[src/rtl/cmp_search_pkg.sv]
// Shared types for the comparator search controller: FSM states and the {lt,eq,gt} flag vector.
// Types only; no timing or flow-control behaviour.
package cmp_search_pkg;

    typedef enum logic [1:0] {
        IDLE = 2'd0,
        CMP  = 2'd1,
        DONE = 2'd2
    } state_t;

    // Bit order is {lt, eq, gt}
    typedef logic [2:0] flags_t;

    localparam flags_t FLAG_LT = 3'b100;
    localparam flags_t FLAG_EQ = 3'b010;
    localparam flags_t FLAG_GT = 3'b001;

endpackage

[src/rtl/cmp_flag_check.sv]
// Decodes comparator flags into one-hot results plus a "not exactly one-hot" error.
// Purely combinational, zero latency; no flow control.
module cmp_flag_check
    import cmp_search_pkg::*;
(
    input  flags_t i_flags,
    output logic   o_is_lt,
    output logic   o_is_eq,
    output logic   o_is_gt,
    output logic   o_bad
);

    always_comb begin
        o_is_lt = (i_flags == FLAG_LT);
        o_is_eq = (i_flags == FLAG_EQ);
        o_is_gt = (i_flags == FLAG_GT);
        o_bad   = !(o_is_lt || o_is_eq || o_is_gt);
    end

endmodule

[src/rtl/cmp_search_ctrl.sv]
// Binary search for a target on the comparator B side, one registered probe per cycle.
// Latency start->done = steps+1 cycles; start is accepted only in IDLE, otherwise ignored.
module cmp_search_ctrl
    import cmp_search_pkg::*;
#(
    parameter  int WIDTH = 3,
    localparam int STEPW = $clog2(WIDTH + 2)
) (
    input  logic             clk,
    input  logic             rst,
    input  logic             start,
    input  logic             lt,
    input  logic             eq,
    input  logic             gt,
    output logic [WIDTH-1:0] probe,
    output logic             busy,
    output logic             done,
    output logic             found,
    output logic             err,
    output logic [WIDTH-1:0] result,
    output logic [STEPW-1:0] steps
);

    localparam logic [WIDTH:0]   MAXV   = (WIDTH+1)'(2**WIDTH - 1);
    localparam logic [WIDTH-1:0] PROBE0 = WIDTH'((2**WIDTH - 1) / 2);

    state_t           r_state;
    state_t           w_state_nxt;
    logic [WIDTH:0]   r_lo;
    logic [WIDTH:0]   r_hi;
    logic [WIDTH:0]   w_lo_nxt;
    logic [WIDTH:0]   w_hi_nxt;
    logic [WIDTH-1:0] r_probe;
    logic [WIDTH-1:0] w_probe_nxt;
    logic [WIDTH-1:0] r_result;
    logic [WIDTH-1:0] w_result_nxt;
    logic [STEPW-1:0] r_steps;
    logic [STEPW-1:0] w_steps_nxt;
    logic             r_found;
    logic             w_found_nxt;
    logic             r_err;
    logic             w_err_nxt;

    logic             w_is_lt;
    logic             w_is_eq;
    logic             w_is_gt;
    logic             w_bad;
    logic [WIDTH:0]   w_probe_x;
    logic [WIDTH:0]   w_lo_new;
    logic [WIDTH:0]   w_hi_new;
    logic [WIDTH+1:0] w_sum;
    logic             w_empty;
    logic             w_unused;

    cmp_flag_check u_flag_check (
        .i_flags (flags_t'({lt, eq, gt})),
        .o_is_lt (w_is_lt),
        .o_is_eq (w_is_eq),
        .o_is_gt (w_is_gt),
        .o_bad   (w_bad)
    );

    // The range empties exactly when the probe sits on the bound being moved past,
    // so the -1 at probe=0 is never taken and lo/hi never wrap.
    always_comb begin
        w_probe_x = {1'b0, r_probe};
        w_lo_new  = r_lo;
        w_hi_new  = r_hi;
        w_empty   = (w_is_gt && (w_probe_x == r_lo)) || (w_is_lt && (w_probe_x == r_hi));
        if (w_is_gt && !w_empty) begin
            w_hi_new = w_probe_x - 1'b1;
        end
        if (w_is_lt && !w_empty) begin
            w_lo_new = w_probe_x + 1'b1;
        end
        w_sum = {1'b0, w_lo_new} + {1'b0, w_hi_new};
    end

    assign w_unused = ^{w_sum[WIDTH+1], w_sum[0]};

    always_comb begin
        w_state_nxt  = r_state;
        w_lo_nxt     = r_lo;
        w_hi_nxt     = r_hi;
        w_probe_nxt  = r_probe;
        w_steps_nxt  = r_steps;
        w_found_nxt  = r_found;
        w_err_nxt    = r_err;
        w_result_nxt = r_result;
        case (r_state)
            IDLE: begin
                if (start) begin
                    w_lo_nxt     = '0;
                    w_hi_nxt     = MAXV;
                    w_probe_nxt  = PROBE0;
                    w_steps_nxt  = '0;
                    w_found_nxt  = 1'b0;
                    w_err_nxt    = 1'b0;
                    w_result_nxt = '0;
                    w_state_nxt  = CMP;
                end
            end
            CMP: begin
                w_steps_nxt = r_steps + STEPW'(1);
                if (w_bad) begin
                    w_err_nxt    = 1'b1;
                    w_found_nxt  = 1'b0;
                    w_result_nxt = '0;
                    w_state_nxt  = DONE;
                end else if (w_is_eq) begin
                    w_found_nxt  = 1'b1;
                    w_result_nxt = r_probe;
                    w_state_nxt  = DONE;
                end else if (w_empty) begin
                    w_found_nxt  = 1'b0;
                    w_result_nxt = '0;
                    w_state_nxt  = DONE;
                end else begin
                    w_lo_nxt    = w_lo_new;
                    w_hi_nxt    = w_hi_new;
                    w_probe_nxt = w_sum[WIDTH:1];
                end
            end
            DONE: begin
                w_state_nxt = IDLE;
            end
            default: begin
                w_state_nxt = IDLE;
            end
        endcase
    end

    always_ff @(posedge clk) begin
        if (rst) begin
            r_state  <= IDLE;
            r_lo     <= '0;
            r_hi     <= '0;
            r_probe  <= '0;
            r_steps  <= '0;
            r_found  <= 1'b0;
            r_err    <= 1'b0;
            r_result <= '0;
        end else begin
            r_state  <= w_state_nxt;
            r_lo     <= w_lo_nxt;
            r_hi     <= w_hi_nxt;
            r_probe  <= w_probe_nxt;
            r_steps  <= w_steps_nxt;
            r_found  <= w_found_nxt;
            r_err    <= w_err_nxt;
            r_result <= w_result_nxt;
        end
    end

    assign probe  = r_probe;
    assign busy   = (r_state == CMP);
    assign done   = (r_state == DONE);
    assign found  = r_found;
    assign err    = r_err;
    assign result = r_result;
    assign steps  = r_steps;

endmodule

[config.mk]
export PLATFORM = sky130hd
export DESIGN_NAME = cmp_search_ctrl
export DESIGN_NICKNAME = d
export VERILOG_FILES = /design/src/rtl/cmp_search_pkg.sv /design/src/rtl/cmp_flag_check.sv /design/src/rtl/cmp_search_ctrl.sv
export SDC_FILE = /design/constraint.sdc
export NUM_CORES = 1
export LEC_CHECK = 0
export CORE_MARGIN = 2
export CORE_UTILIZATION = 50
export CTS_BUF_LIST = sky130_fd_sc_hd__clkbuf_8
export DETAILED_ROUTE_END_ITERATION = 12
export GPL_TIMING_DRIVEN = 0
export PLACE_DENSITY = 0.86
export SLEW_MARGIN = 20
export SYNTH_ARGS = -nofsm -noshare
export SYNTH_HDL_FRONTEND = slang
export SYNTH_SLANG_ARGS = --single-unit
[constraint.sdc]
create_clock -name clk -period 5.8 [get_ports clk]
set_input_delay 1.16 -clock clk [delete_from_list [all_inputs] [get_ports clk]]
set_output_delay 1.16 -clock clk [all_outputs]
set_load 0.03 [all_outputs]
======== Word-level counts from Yosys, hierarchy flattened ========
Cells that the tools add are included.
cells by class
  equal/unequal tests ..................... 13
  add/subtract/negate cells ............... 4
  muxes and demuxes ....................... 35
  reductions and logical operators ........ 15
operator list
  operator             number
  $mux 4               10
  $mux 3               8
  $pmux 3 s2           3
  $pmux 4 s2           2
  $eq 3x4->1           2
  $mux 2               4
  $ne 2x2->1 const B   4
  $reduce_and 3->1     2
  $mux 1               5
  $reduce_and 5->1     1
  $add 3x1->4 const B  1
  $add 4x4->4          1
  $logic_and 1x1->1    4
  $ne 4x3->1 const B   1
  $pmux 1 s2           2
  $pmux 2 s2           1
  $reduce_and 2->1     2
  $sub 3x1->4 const B  1
  $add 3x1->3 const B  1
  $eq 3x1->1 const B   1
  $eq 3x2->1 const B   1
  $eq 3x3->1 const B   1
  $logic_or 1x1->1     3
  $eq 2x1->1 const B   1
  other kinds (5)      5
word-level totals
  bits in registers ....................... 21
  word-level logic and storage cells ...... 75
  output and inout bits ................... 13

======== Depth between registers and ports, before layout ========
  depth in word-level cells ............... 11
  mapped depth ............................ 12

======== Cells and area by module ========
Synthesis repeated with hierarchy kept, for this count alone.
unflattened totals
  cells, all modules ...................... 157
  area total of the unflattened synthesis .. 1382.6 um^2
by module, submodules not included
  module           seq. area each (um^2)  area each (um^2)  times used  cells each
  cmp_search_ctrl  420.4                  1341.3            1           151
  cmp_flag_check   0.0                    41.3              1           6

======== Worst setup path before layout ========
No wires, ideal clock.
  kind .................................... input port to flip-flop
  start ................................... in gt
  end ..................................... reg r_probe[2] (netlist: probe[2])
  buffers on the path ..................... 0
  setup slack ............................. 2.851 ns
  required time ........................... 5.704 ns
  cell stages on the path ................. 9
  arrival time ............................ 2.854 ns
  cell sequence ........................... nor3b_1 o41ai_4 nand2_1 o21ai_0 ha_1 a21oi_1 o21ai_2 xnor2_1 o41ai_2
on the way
  word-level cells in the longest chain between the ends .. 11
ends and longest elaborated chain
  what                                         line                                          RTL
  start, declared                              cmp_search_ctrl.sv:14                         input logic gt,
  $eq 3x1->1 or $eq 3x3->1 (tied branches)     cmp_flag_check.sv:16, cmp_flag_check.sv:14
  $logic_and 1x1->1                            cmp_search_ctrl.sv:69                         w_empty = (w_is_gt && (w_probe_x == r_lo)) || (w_is_lt && (w_probe_x == r_hi));
  $logic_or 1x1->1                             cmp_search_ctrl.sv:69
  $logic_not 1->1                              cmp_search_ctrl.sv:70, cmp_search_ctrl.sv:73
  $logic_and 1x1->1, on equally long branches  cmp_search_ctrl.sv:73, cmp_search_ctrl.sv:70
  $mux 4, on equally long branches             cmp_search_ctrl.sv:73, cmp_search_ctrl.sv:70
  $add 4x4->4                                  cmp_search_ctrl.sv:76                         w_sum = {1'b0, w_lo_new} + {1'b0, w_hi_new};
  $mux 3                                       cmp_search_ctrl.sv:114                        end else if (w_empty) begin
  $mux 3                                       cmp_search_ctrl.sv:110                        end else if (w_is_eq) begin
  $mux 3                                       cmp_search_ctrl.sv:105                        if (w_bad) begin
  $pmux 3 s2                                   cmp_search_ctrl.sv:90                         case (r_state)
  end signal, assigned                         cmp_search_ctrl.sv:147                        r_probe <= w_probe_nxt;
  end, declared                                cmp_search_ctrl.sv:33                         logic [WIDTH-1:0] r_probe;
Several ways; a longest one is shown, not always the timed one. The select of a mux whose other input is x is not followed.
A chain may end at the register's enable or synchronous reset.

======== Worst setup path after layout ========
  start ................................... in lt
  end ..................................... reg r_probe[2] (netlist: probe[2])
on the way
  word-level cells in the longest chain between the ends .. 11
ends and longest elaborated chain
  what                                         line                                          RTL
  start, declared                              cmp_search_ctrl.sv:12                         input logic lt,
  $eq 3x1->1 or $eq 3x3->1 (tied branches)     cmp_flag_check.sv:16, cmp_flag_check.sv:14
  $logic_and 1x1->1                            cmp_search_ctrl.sv:69
  $logic_or 1x1->1                             cmp_search_ctrl.sv:69
  $logic_not 1->1                              cmp_search_ctrl.sv:70, cmp_search_ctrl.sv:73
  $logic_and 1x1->1, on equally long branches  cmp_search_ctrl.sv:73, cmp_search_ctrl.sv:70
  $mux 4, on equally long branches             cmp_search_ctrl.sv:73, cmp_search_ctrl.sv:70
  $add 4x4->4                                  cmp_search_ctrl.sv:76
  $mux 3                                       cmp_search_ctrl.sv:114
  $mux 3                                       cmp_search_ctrl.sv:110
  $mux 3                                       cmp_search_ctrl.sv:105
  $pmux 3 s2                                   cmp_search_ctrl.sv:90
Several ways; a longest one is shown, not always the timed one. The select of a mux whose other input is x is not followed.

==> impl_metrics.env <==
export IMPL_status="finished, final reports clean"
export IMPL_rows=18
export IMPL_hold_start="r_hi[2]"
export IMPL_synth_area_sq_mm=0.001252
export IMPL_layout_min_cycle_time_ps=3518
export IMPL_vias=1119
export IMPL_drive_gt1_frac=0.1273
export IMPL_die_area_sq_mm=0.002921
export IMPL_cts_setup_buffers=0
export IMPL_drc_errors=0
export IMPL_h_tree_depth=1
export IMPL_r2r_end="probe[2]"
export IMPL_dr_pass1_iters=4
export IMPL_clk_pin_slew_ps=80
export IMPL_fmax_ghz=0.2843
export IMPL_required_ps=5980
export IMPL_setup_viol=0
export IMPL_finalSetupTns_ps=0
export IMPL_dpl_worst_slack_ps=2003
export IMPL_yosys_area_top_type_share=0.3357
export IMPL_synth_ff_type="dfxtp_1"
export IMPL_ant_nets=0
export IMPL_synth_seq_area_share=0.3357
export IMPL_clock_latency_ps=270
export IMPL_design_area_sq_mm=0.001519
export IMPL_r2r_start="probe[1]"
export IMPL_ff2ff_setup_slack_ps=3170
export IMPL_synth_edf_count=0
export IMPL_met3_usage=0.03611
export IMPL_gp_congestion=0.9249
export IMPL_finalCritPeriodShare=0.6065
export IMPL_cts_buffers=3
export IMPL_initial_core_util=0.5149
export IMPL_slew_violations=0
export IMPL_grt_pass1_vias=1009
export IMPL_skew_ps=7.222
export IMPL_wire_per_inst_um=14.62
export IMPL_grtUsageMet2=0.3476
export IMPL_busiest_layer="met2"
export IMPL_routed_wl_um=2851
export IMPL_crit_type="in2reg"
export IMPL_yosys_warnings=0
export IMPL_grt_setup_unrepaired="false"
export IMPL_cts_root_buf="clkbuf_8"
export IMPL_place_hpwl_um=2071
export IMPL_syn_area_per_cell_sq_um=8.758
export IMPL_viasPerCell=5.738
export IMPL_multi_input_area_sq_um=750.7
export IMPL_cts_resized=0
export IMPL_syn_num_nets=155
export IMPL_yosys_area_top_type="dfxtp_1"
export IMPL_worstMarginPinSlew_ps=605.2
export IMPL_synth_area_top_cells="dfxtp_1, ha_1, xor2_1, a22oi_1, nor2_1"
export IMPL_cellPowerDensity_mw_per_mm2=236.2
export IMPL_drv_cap=0
export IMPL_finalHoldViolCount=0
export IMPL_min_to="r_hi[2]"
export IMPL_grt_max_degree=14
export IMPL_slew_headroom=0.5957
export IMPL_die_h_um=54.05
export IMPL_ctsHoldBuffers=0
export IMPL_regArea_sq_um=420.4
export IMPL_dpl_cell_area_sq_mm=0.001470
export IMPL_gr_total_overflow=0
export IMPL_cp_end_kind="flop"
export IMPL_ir_worst_vdd_mv=0.1926
export IMPL_insertedDiodeCount=0
export IMPL_port_buffers=18
export IMPL_grt_util_all_layers=0.2249
export IMPL_hp_class="reg2reg"
export IMPL_cts_path_max_buffers=2
export IMPL_cts_tree="done"
export IMPL_ioPinCount=19
export IMPL_nets=178
export IMPL_crit_path_start_kind="input port"
export IMPL_area_growth_pct=21.28
export IMPL_use_met1=0.3043
export IMPL_ys_async_sr_fraction=0
export IMPL_die_width_um=54.05
export IMPL_antenna_found_initial=0
export IMPL_grt_first_pass_wirelength_um=4664
export IMPL_ff2ff_path_depth=11
export IMPL_min_path_cells=2
export IMPL_synth_seq_cells=21
export IMPL_fillCellCount=197
export IMPL_drtIter0Drc=31
export IMPL_worstPathArrival_ps=3690
export IMPL_yosys_cell_types_count=37
export IMPL_power_leakage_nw=0.5938
export IMPL_synthCells=143
export IMPL_critPathMaxFanout=7
export IMPL_core_sq_mm=0.002432
export IMPL_clock_sinks=21
export IMPL_setup_slack_ps=2282
[cells in the final DEF (no fill, tap or decap), drive strengths merged, types with 3 or more instances in the layout]
cell,count
dfxtp,21
xor2,9
clkdlybuf4s50,18
a21oi,10
nand3,3
a22oi,8
a221oi,4
ha,5
inv,10
nor3,4
clkbuf,9
nand2b,7
o21ai,7
nor2,16
nand2,10
buf,3
[routing by layer]
metal	wire, um	vias to the layer above
met5	0	-
met4	57	0
met3	165	7
met2	1366	43
met1	1262	531
li1	-	538
[critical path, stage by stage]
cell             delay, ps
clkdlybuf4s50_1        520
nor3b_1                530
o41ai_4                260
o21ai_0                300
ha_1                   310
a21oi_1                190
o21ai_2                 80
xnor2_1                140
o41ai_2                190
[cell type report]
type                       count  area share
clock buffer                   3     0.02718
sequential                    21      0.2768
timing repair buffer          18      0.1186
clock inverter                 1    0.004942
inverter                      10     0.02471
multi-input combinational    103      0.4942
buffer                         9     0.02883
tap                           30     0.02471
[power by group]
part	internal (mW)	switching [mW]	total, mW	leakage [nW]
clock network	0.0487	0.0539	0.103	0.0217
logic	0.0374	0.0620	0.0994	0.401
registers	0.152	0.00517	0.157	0.171
total	0.238	0.121	0.359	0.594
[cell usage after synthesis, types with 3 or more instances]
cell type / instances
nor3_1: 4
clkbuf_1: 6
nand3_1: 3
o21ai_0: 6
nand2b_1: 7
nor2_1: 15
a22oi_1: 8
a21oi_1: 10
nand2_1: 10
ha_1: 5
a221oi_1: 4
inv_1: 10
dfxtp_1: 21
xor2_1: 7
[state kept, by name, summed over array words and instances, names as in the netlist]
name and count:
result 3, found 1, err 1, steps 3
probe 3, r_lo 4, r_hi 4, r_state 2
[metrics by stage]
stage / power (mW) / hold WS [ps] / instances / util
floorplan: 0.2299 / 468.9 / 143 / -
global placement: 0.2547 / 476.5 / 191 / 0.6044
detailed placement: 0.2583 / 484.9 / 191 / 0.6044
CTS: 0.3583 / 499.5 / 195 / 0.6245
global route: 0.3757 / 531.7 / 195 / 0.6245
finish: 0.3587 / 497.1 / 195 / 0.6245
[worst max-delay path by stage]
stage,startpoint,to,depth (start not counted)
3_5_place_dp,lt,probe[2],9
2_1_floorplan,gt,probe[2],9
5_1_grt,lt,probe[2],9
4_1_cts,lt,probe[2],9
6_report,lt,probe[2],9
3_3_place_gp,lt,probe[0],7
[logic make-up after synthesis]
group           count (synthesis)  share of synthesized area
compound gates                 38                     0.2398
xor+xnor                       11                    0.08891
fa+ha+maj                       6                    0.06593
buf+inv                        19                    0.06494
flops                          21                     0.3357
mux                             2                    0.01698
simple gates                   46                     0.1878
(Power assumes the default switching activity.)
